### config.mk
export PLATFORM = sky130hd
export DESIGN_NAME = periph_share_arb
export DESIGN_NICKNAME = d
export VERILOG_FILES = /design/src/rtl/periph_share_arb.sv
export SDC_FILE = /design/constraint.sdc
export NUM_CORES = 1
export LEC_CHECK = 0
export ABC_AREA = 1
export CORE_MARGIN = 1.5
export CORE_UTILIZATION = 50
export CTS_CLUSTER_DIAMETER = 40
export DETAILED_ROUTE_END_ITERATION = 16
export DONT_BUFFER_PORTS = 1
export PLACE_DENSITY = 0.68
export SLEW_MARGIN = 5
export SYNTH_ARGS = -nofsm -noshare
export SYNTH_HDL_FRONTEND = slang
export SYNTH_SLANG_ARGS = --single-unit
### constraint.sdc
create_clock -name clk -period 3.2 [get_ports clk]
set_input_delay 0.32 -clock clk [delete_from_list [all_inputs] [get_ports clk]]
set_output_delay 0.32 -clock clk [all_outputs]
set_load 0.05 [all_outputs]
### src/rtl/periph_share_arb.sv
// periph_share_arb: round-robin arbiter serializing N_MASTERS requesters onto one single-transaction slave.
// Define PSARB_TIMEOUT_EN to force completion (all-ones data, sticky timeout_err) after TIMEOUT_CYC WAIT cycles.
module periph_share_arb #(
  parameter int unsigned N_MASTERS   = 2,
  parameter int unsigned DATA_W      = 32,
  parameter int unsigned ADDR_W      = 4,
  parameter int unsigned TIMEOUT_CYC = 16
) (
  input  logic                            clk,
  input  logic                            rst,
  input  logic [N_MASTERS-1:0]            m_valid,
  input  logic [N_MASTERS*ADDR_W-1:0]     m_addr,
  input  logic [N_MASTERS*DATA_W-1:0]     m_wdata,
  input  logic [N_MASTERS*(DATA_W/8)-1:0] m_wstrb,
  output logic [DATA_W-1:0]               m_rdata,
  output logic [N_MASTERS-1:0]            m_ready,
  output logic                            s_valid,
  output logic [ADDR_W-1:0]               s_addr,
  output logic [DATA_W-1:0]               s_wdata,
  output logic [DATA_W/8-1:0]             s_wstrb,
  input  logic [DATA_W-1:0]               s_rdata,
  input  logic                            s_ready,
  output logic                            busy,
  output logic                            timeout_err,
  input  logic                            err_clr
);
  localparam int unsigned STRB_W = DATA_W / 8;
  localparam int unsigned IDX_W  = (N_MASTERS > 1) ? $clog2(N_MASTERS) : 1;

  typedef enum logic [1:0] {
    IDLE  = 2'd0,
    ISSUE = 2'd1,
    WAIT  = 2'd2
  } state_t;

  state_t             state, state_nxt;
  logic [IDX_W-1:0]   ptr, grant, sel_c, ptr_nxt_c;
  logic [N_MASTERS-1:0] rot_c;
  logic               req_c, load_c, done_c, tmo_c;
  logic [ADDR_W-1:0]  sel_addr_c;
  logic [DATA_W-1:0]  sel_wdata_c;
  logic [STRB_W-1:0]  sel_wstrb_c;

  // Round-robin pick: rotate requests so ptr sits at bit 0, take the lowest set bit.
  always_comb begin
    req_c     = 1'b0;
    sel_c     = ptr;
    rot_c     = N_MASTERS'({m_valid, m_valid} >> ptr);
    for (int unsigned i = 0; i < N_MASTERS; i++) begin
      if (!req_c && rot_c[i]) begin
        req_c = 1'b1;
        sel_c = IDX_W'((32'(ptr) + i) % N_MASTERS);
      end
    end
    ptr_nxt_c = IDX_W'((32'(sel_c) + 1) % N_MASTERS);
  end

  // Payload of the selected master.
  always_comb begin
    sel_addr_c  = '0;
    sel_wdata_c = '0;
    sel_wstrb_c = '0;
    for (int unsigned i = 0; i < N_MASTERS; i++) begin
      if (IDX_W'(i) == sel_c) begin
        sel_addr_c  = m_addr[i*ADDR_W +: ADDR_W];
        sel_wdata_c = m_wdata[i*DATA_W +: DATA_W];
        sel_wstrb_c = m_wstrb[i*STRB_W +: STRB_W];
      end
    end
  end

  // Next-state logic; s_ready outside ISSUE/WAIT is ignored.
  always_comb begin
    state_nxt = state;
    load_c    = 1'b0;
    done_c    = 1'b0;
    case (state)
      IDLE: begin
        if (req_c) begin
          load_c    = 1'b1;
          state_nxt = ISSUE;
        end
      end
      ISSUE: begin
        if (s_ready) begin
          done_c    = 1'b1;
          state_nxt = IDLE;
        end else begin
          state_nxt = WAIT;
        end
      end
      WAIT: begin
        if (s_ready || tmo_c) begin
          done_c    = 1'b1;
          state_nxt = IDLE;
        end
      end
      default: state_nxt = IDLE;
    endcase
  end

  always_ff @(posedge clk or posedge rst) begin
    if (rst) begin
      state   <= IDLE;
      ptr     <= '0;
      grant   <= '0;
      s_addr  <= '0;
      s_wdata <= '0;
      s_wstrb <= '0;
    end else begin
      state <= state_nxt;
      if (load_c) begin
        grant   <= sel_c;
        ptr     <= ptr_nxt_c;
        s_addr  <= sel_addr_c;
        s_wdata <= sel_wdata_c;
        s_wstrb <= sel_wstrb_c;
      end
    end
  end

  assign s_valid = (state == ISSUE);
  assign busy    = (state != IDLE);

  // Completion is routed straight through so a combinational slave finishes in ISSUE.
  always_comb begin
    m_ready = '0;
    for (int unsigned i = 0; i < N_MASTERS; i++) begin
      if (done_c && (IDX_W'(i) == grant)) m_ready[i] = 1'b1;
    end
    m_rdata = tmo_c ? '1 : s_rdata;
  end

`ifdef PSARB_TIMEOUT_EN
  localparam int unsigned CNT_W = $clog2(TIMEOUT_CYC + 1);
  logic [CNT_W-1:0] tmo_cnt;

  assign tmo_c = (state == WAIT) && !s_ready && (tmo_cnt == CNT_W'(TIMEOUT_CYC - 1));

  // Counter is zero on WAIT entry; a new timeout beats a simultaneous err_clr.
  always_ff @(posedge clk or posedge rst) begin
    if (rst) begin
      tmo_cnt     <= '0;
      timeout_err <= 1'b0;
    end else begin
      if (state == WAIT) tmo_cnt <= tmo_cnt + CNT_W'(1);
      else               tmo_cnt <= '0;
      if (tmo_c)        timeout_err <= 1'b1;
      else if (err_clr) timeout_err <= 1'b0;
    end
  end
`else
  logic unused_c;
  assign tmo_c       = 1'b0;
  assign timeout_err = 1'b0;
  assign unused_c    = ^{err_clr, 32'(TIMEOUT_CYC)};
`endif

endmodule

== Yosys cells after proc, flatten, opt, wreduce, memory -nomap -nowiden ==
Index checks and enable logic that the tools add are counted.
Storage, ports and cells
  register bits: 44
  output and inout bits: 77
Operators by class
  add/subtract/negate cells: 2
  muxes and demuxes: 16
  shifts and indexed selects: 1
  bitwise logic cells: 1
  eq/ne operators: 4
  reduce and logical (&&, ||, !) cells: 8
Operator list (count)
  $mux 32: 1
  $mux 1: 9
  $mux 4: 2
  $mux 2: 3
  $pmux 2 s3: 1
  $ne 2x2->1 const B: 2
  $shr 4x1->2: 1
  $logic_and 1x1->1: 3
  $add 1x1->1 const B: 2
  $eq 2x1->1 const B: 1
  $eq 2x2->1 const B: 1
  $logic_not 2->1: 1
  $reduce_and 2->1: 1
  $reduce_bool 2->1: 1
  $reduce_or 2->1: 1
  $logic_not 1->1: 1
  $not 1->1: 1

== Longest topological paths before layout ==
  depth in word-level cells: 7
  mapped depth: 8
  mapped depth without buffers: 7

== Worst setup path before layout ==
No wires, ideal clock.
  kind: register -> output
  start point: register state[0]
  end point: output m_ready[0]
  arrival time: 1.783 ns
  setup slack: 1.097 ns
  stages on the path, launching flop included: 5
  path through: dfrtp_1 > inv_1 > ha_1 > inv_1 > nor3_1
Between the ends
  cells in the longest elaborated chain, start to end: 5
RTL lines
  from (decl): RTL line 36  | state_t state, state_nxt;
  from (signal assigned): RTL line 111  | state <= state_nxt;
  $eq 2x1->1 / $eq 2x2->1 (equally long branches): RTL line 77  | case (state)
  $reduce_or 2->1 (no source line) *
  $mux 1 *
  $logic_and 1x1->1 *: RTL line 129  | if (done_c && (IDX_W'(i) == grant)) m_ready[i] = 1'b1;
  $mux 1 *: RTL line 129
  to (decl): RTL line 16  | output logic [N_MASTERS-1:0] m_ready,
Every way passes the cells marked *; elsewhere a longest branch is shown, timed or not.

== Final worst setup path ==
  start point: register state[0]
  end point: register s_addr[3]
Between the ends
  cells in the longest elaborated chain, start to end: 2
RTL lines
  $logic_not 2->1: RTL line 77
  $mux 1: RTL line 77
  to (signal assigned): RTL line 115  | s_addr <= sel_addr_c;
  to (decl): RTL line 18  | output logic [ADDR_W-1:0] s_addr,
Every way passes these cells.
A chain may end at the register's enable or synchronous reset.

==> flow_summary.yaml <==
yosys:
  synth_top_family_by_area: "simple AND/OR/NAND/NOR gates"
  ys_seq_area_share_pct: 39.4
  yosys.area_share.simple_pct: 32.9
  ys_ff_latch: 44
  yosys.area_share.adder_pct: 1.79
  synth_area_sq_um: 2790
  synth_top_area_share_pct: 39.4
  synth_area_leaders: "dfrtp_1, nand2_1, nand3_1"
  synth_area_leader_cell: "dfrtp_1"
  syn_nets: 535
  synthMuxAreaShare_pct: 0
  synth-compound-area-share_pct: 0.941
  synth.distinct_cells: 16
  synthCells: 413
  ys_warn_count: 0
  syn_avg_cell_area_sq_um: 6.76
  yosys.area_share.xor_xnor_pct: 0
floorplanning:
  io_pins: 195
  core_sq_um: 5440
  die-area_sq_um: 6040
  dieHeight_um: 77.7
  initial_core_util_pct: 51.3
  rows: 27
  fp.dieW_um: 77.7
worst_setup_path:
  path_max_fanout: 41
  critPathKind: "reg -> reg"
  r2r-end: "s_addr[3]$_DFFE_PP0P_"
  reg2reg_from: "state[0]$_DFFE_PP0P_"
  r2r_cells: 7
  r2r_slack_ns: 1.18
  endpoint: "s_addr[3]$_DFFE_PP0P_"
  startpoint_type: "flip-flop"
  worstPathRequired_ns: 3.38
  cp-startpoint: "state[0]$_DFFE_PP0P_"
  setup.worst_path.end_class: "flip-flop"
  arrival_ns: 2.20
pwr:
  power_density_nw_per_um2: 1230
  seq_power_share_pct: 58.8
  ir_worst_vdd_uv: 437
  p_switching_uw: 1970
  clkPwrFrac_pct: 10.4
  power_leakage_uw: 0.00166
  p_comb_share_pct: 30.8
  power.share.switching_pct: 59.9
  p_int_uw: 1320
clocking:
  clk_latency_ns: 0.28
  ctsHoldBuffers: 0
  ctsResizeCount: 0
  htreeDepth: 2
  post_cts_buffers: 0
  cts_sinks: 44
  cts_buffers: 5
  cts_tree: "built"
  clockBufferDepth: 2
  clk_pin_slew_worst_paths_ns: 0.07
  cts_root_buf: "clkbuf_8"
route:
  wire_per_inst_um: 12.3
  drc: 0
  drt_first_pass_iters: 5
  wl_um: 5500
  routed_via_density: 4.92
  drt_iter0_markers: 73
  antenna_left: 0
  vias: 2195
timing:
  tns_ns: 0
  skew_ns: 0.00199
  finalCritPeriodShare_pct: 63.1
  max_freq_mhz: 495
  rsz0062_at_grt: "false"
  finalSetupViolations: 0
  slew_violations: 0
  hold_violations: 0
  tightestPinTransition_ns: 0.867
  relSlewSlack_pct: 42.1
  period_minus_slack_ns: 2.02
  hold_ws_ns: 0.0957
placement:
  placedCellCount: 438
  gp_congestion: 0.714
  hpwl_um: 3890
  port-buffer-count: 0
cells_and_area:
  stdcell_count: 446
  nets: 495
  syn_to_final_growth_pct: -4.39
  fill_cells: 576
  final_core_util_pct: 49.1
  drive_above_1_share_pct: 4.28
  antenna_cells: 0
global_route:
  grt_max_degree: 45
  grt_pass1_wl_um: 9230
  track_usage_pct: 18.9
  overflow: 0
  antenna_found_initial: 0
  grt_pass1_vias: 2007
min_path:
  hp-class: "in -> async"
flow_run:
  cap_violations: 0
run_status:
  outcome: "finished, final reports clean"
-- power by group through the flow --
stage	logic, uW	clock network, uW	registers, uW
2_1_floorplan	980	0	1880
3_3_place_gp	999	0	1940
3_5_place_dp	1040	0	1940
4_1_cts	1030	356	1940
5_1_grt	1190	377	1960
6_report	1010	340	1930
-- registers in the layout, indices dropped and copies added, names as in the netlist --
signal   count
grant        1
ptr          1
s_addr       4
s_wdata     32
s_wstrb      4
state        2
-- stage by stage --
stage               total power, uW  setup WS [ns]  cell area, sq um
global route                   3530          0.913              2670
detailed placement             2980           1.18              2580
finish                         3290           1.18              2670
global placement               2940           1.22              2580
CTS                            3320           1.18              2670
floorplan                      2860           1.10              2790
-- synthesized netlist by cell type --
library cell	n
nand2_1	125
inv_1	91
nand3_1	81
dfrtp_1	44
buf_4	33
buf_2	20
ha_1	4
nor2_1	3
nor3_1	3
a21oi_1	2
o21ai_0	2
conb_1	1
inv_2	1
nand2_2	1
nor2_4	1
o22ai_1	1
-- cell type report --
class	instances	area [sq um]	area share [%]
flip-flops and latches	44	1100	41.2
multi-input cells	224	998	37.4
inverters	92	345	12.9
clock buffers	8	90.1	3.37
well taps	72	90.1	3.37
repair buffers	6	45.0	1.69
-- cells in the final DEF, fill, tap and decap left out, drive strengths merged --
master / instances
a21oi: 2
o21ai: 2
clkbuf: 8
ha: 4
o22ai: 1
nor2: 4
dfrtp: 44
inv: 92
buf: 6
nand3: 81
nor3: 3
nand2: 126
conb: 1
-- worst max-delay path, cell delays in order, from the launching register on --
cell and delay, ns:
dfrtp_1 0.39, inv_1 0.12, ha_1 0.20, inv_1 0.11, nor2_4 0.43, inv_2 0.43
nand2_1 0.17, nand2_1 0.06
-- worst min-delay path by stage --
stage,startpoint,to,slack [ns],depth (start not counted)
6_report,rst,s_wdata[24]$_DFFE_PP0P_,0.1,1
4_1_cts,rst,s_wdata[19]$_DFFE_PP0P_,0.14,1
3_5_place_dp,rst,s_addr[1]$_DFFE_PP0P_,0.45,1
3_3_place_gp,rst,s_wdata[25]$_DFFE_PP0P_,0.45,1
2_1_floorplan,state[1]$_DFFE_PP0P_,state[1]$_DFFE_PP0P_,0.50,2
5_1_grt,rst,ptr$_DFFE_PP0P_,0.17,1
-- logic make-up (layout without fill, tap and decap cells) --
| group | Yosys count | in the layout |
|---|---|---|
| flip-flops | 44 | 44 |
| AND/OR/NAND/NOR | 214 | 214 |
| AO/OA/AOI/OAI | 5 | 5 |
| other | 1 | 1 |
| adder cells (fa/ha/maj) | 4 | 4 |
| buffers and inverters | 145 | 106 |
-- metal layers --
| layer | up-vias | GRT usage (%) | wire [um] | part of all wire (%) |
|---|---|---|---|---|
| li1 | 1109 | - | - | - |
| met5 | - | 0 | 0 | 0 |
| met4 | 0 | 4.73 | 59 | 1.1 |
| met1 | 965 | 22.7 | 2360 | 43 |
| met3 | 9 | 6.47 | 481 | 8.7 |
| met2 | 112 | 32.2 | 2600 | 47 |
No activity file was read; power rests on OpenSTA's default activity.
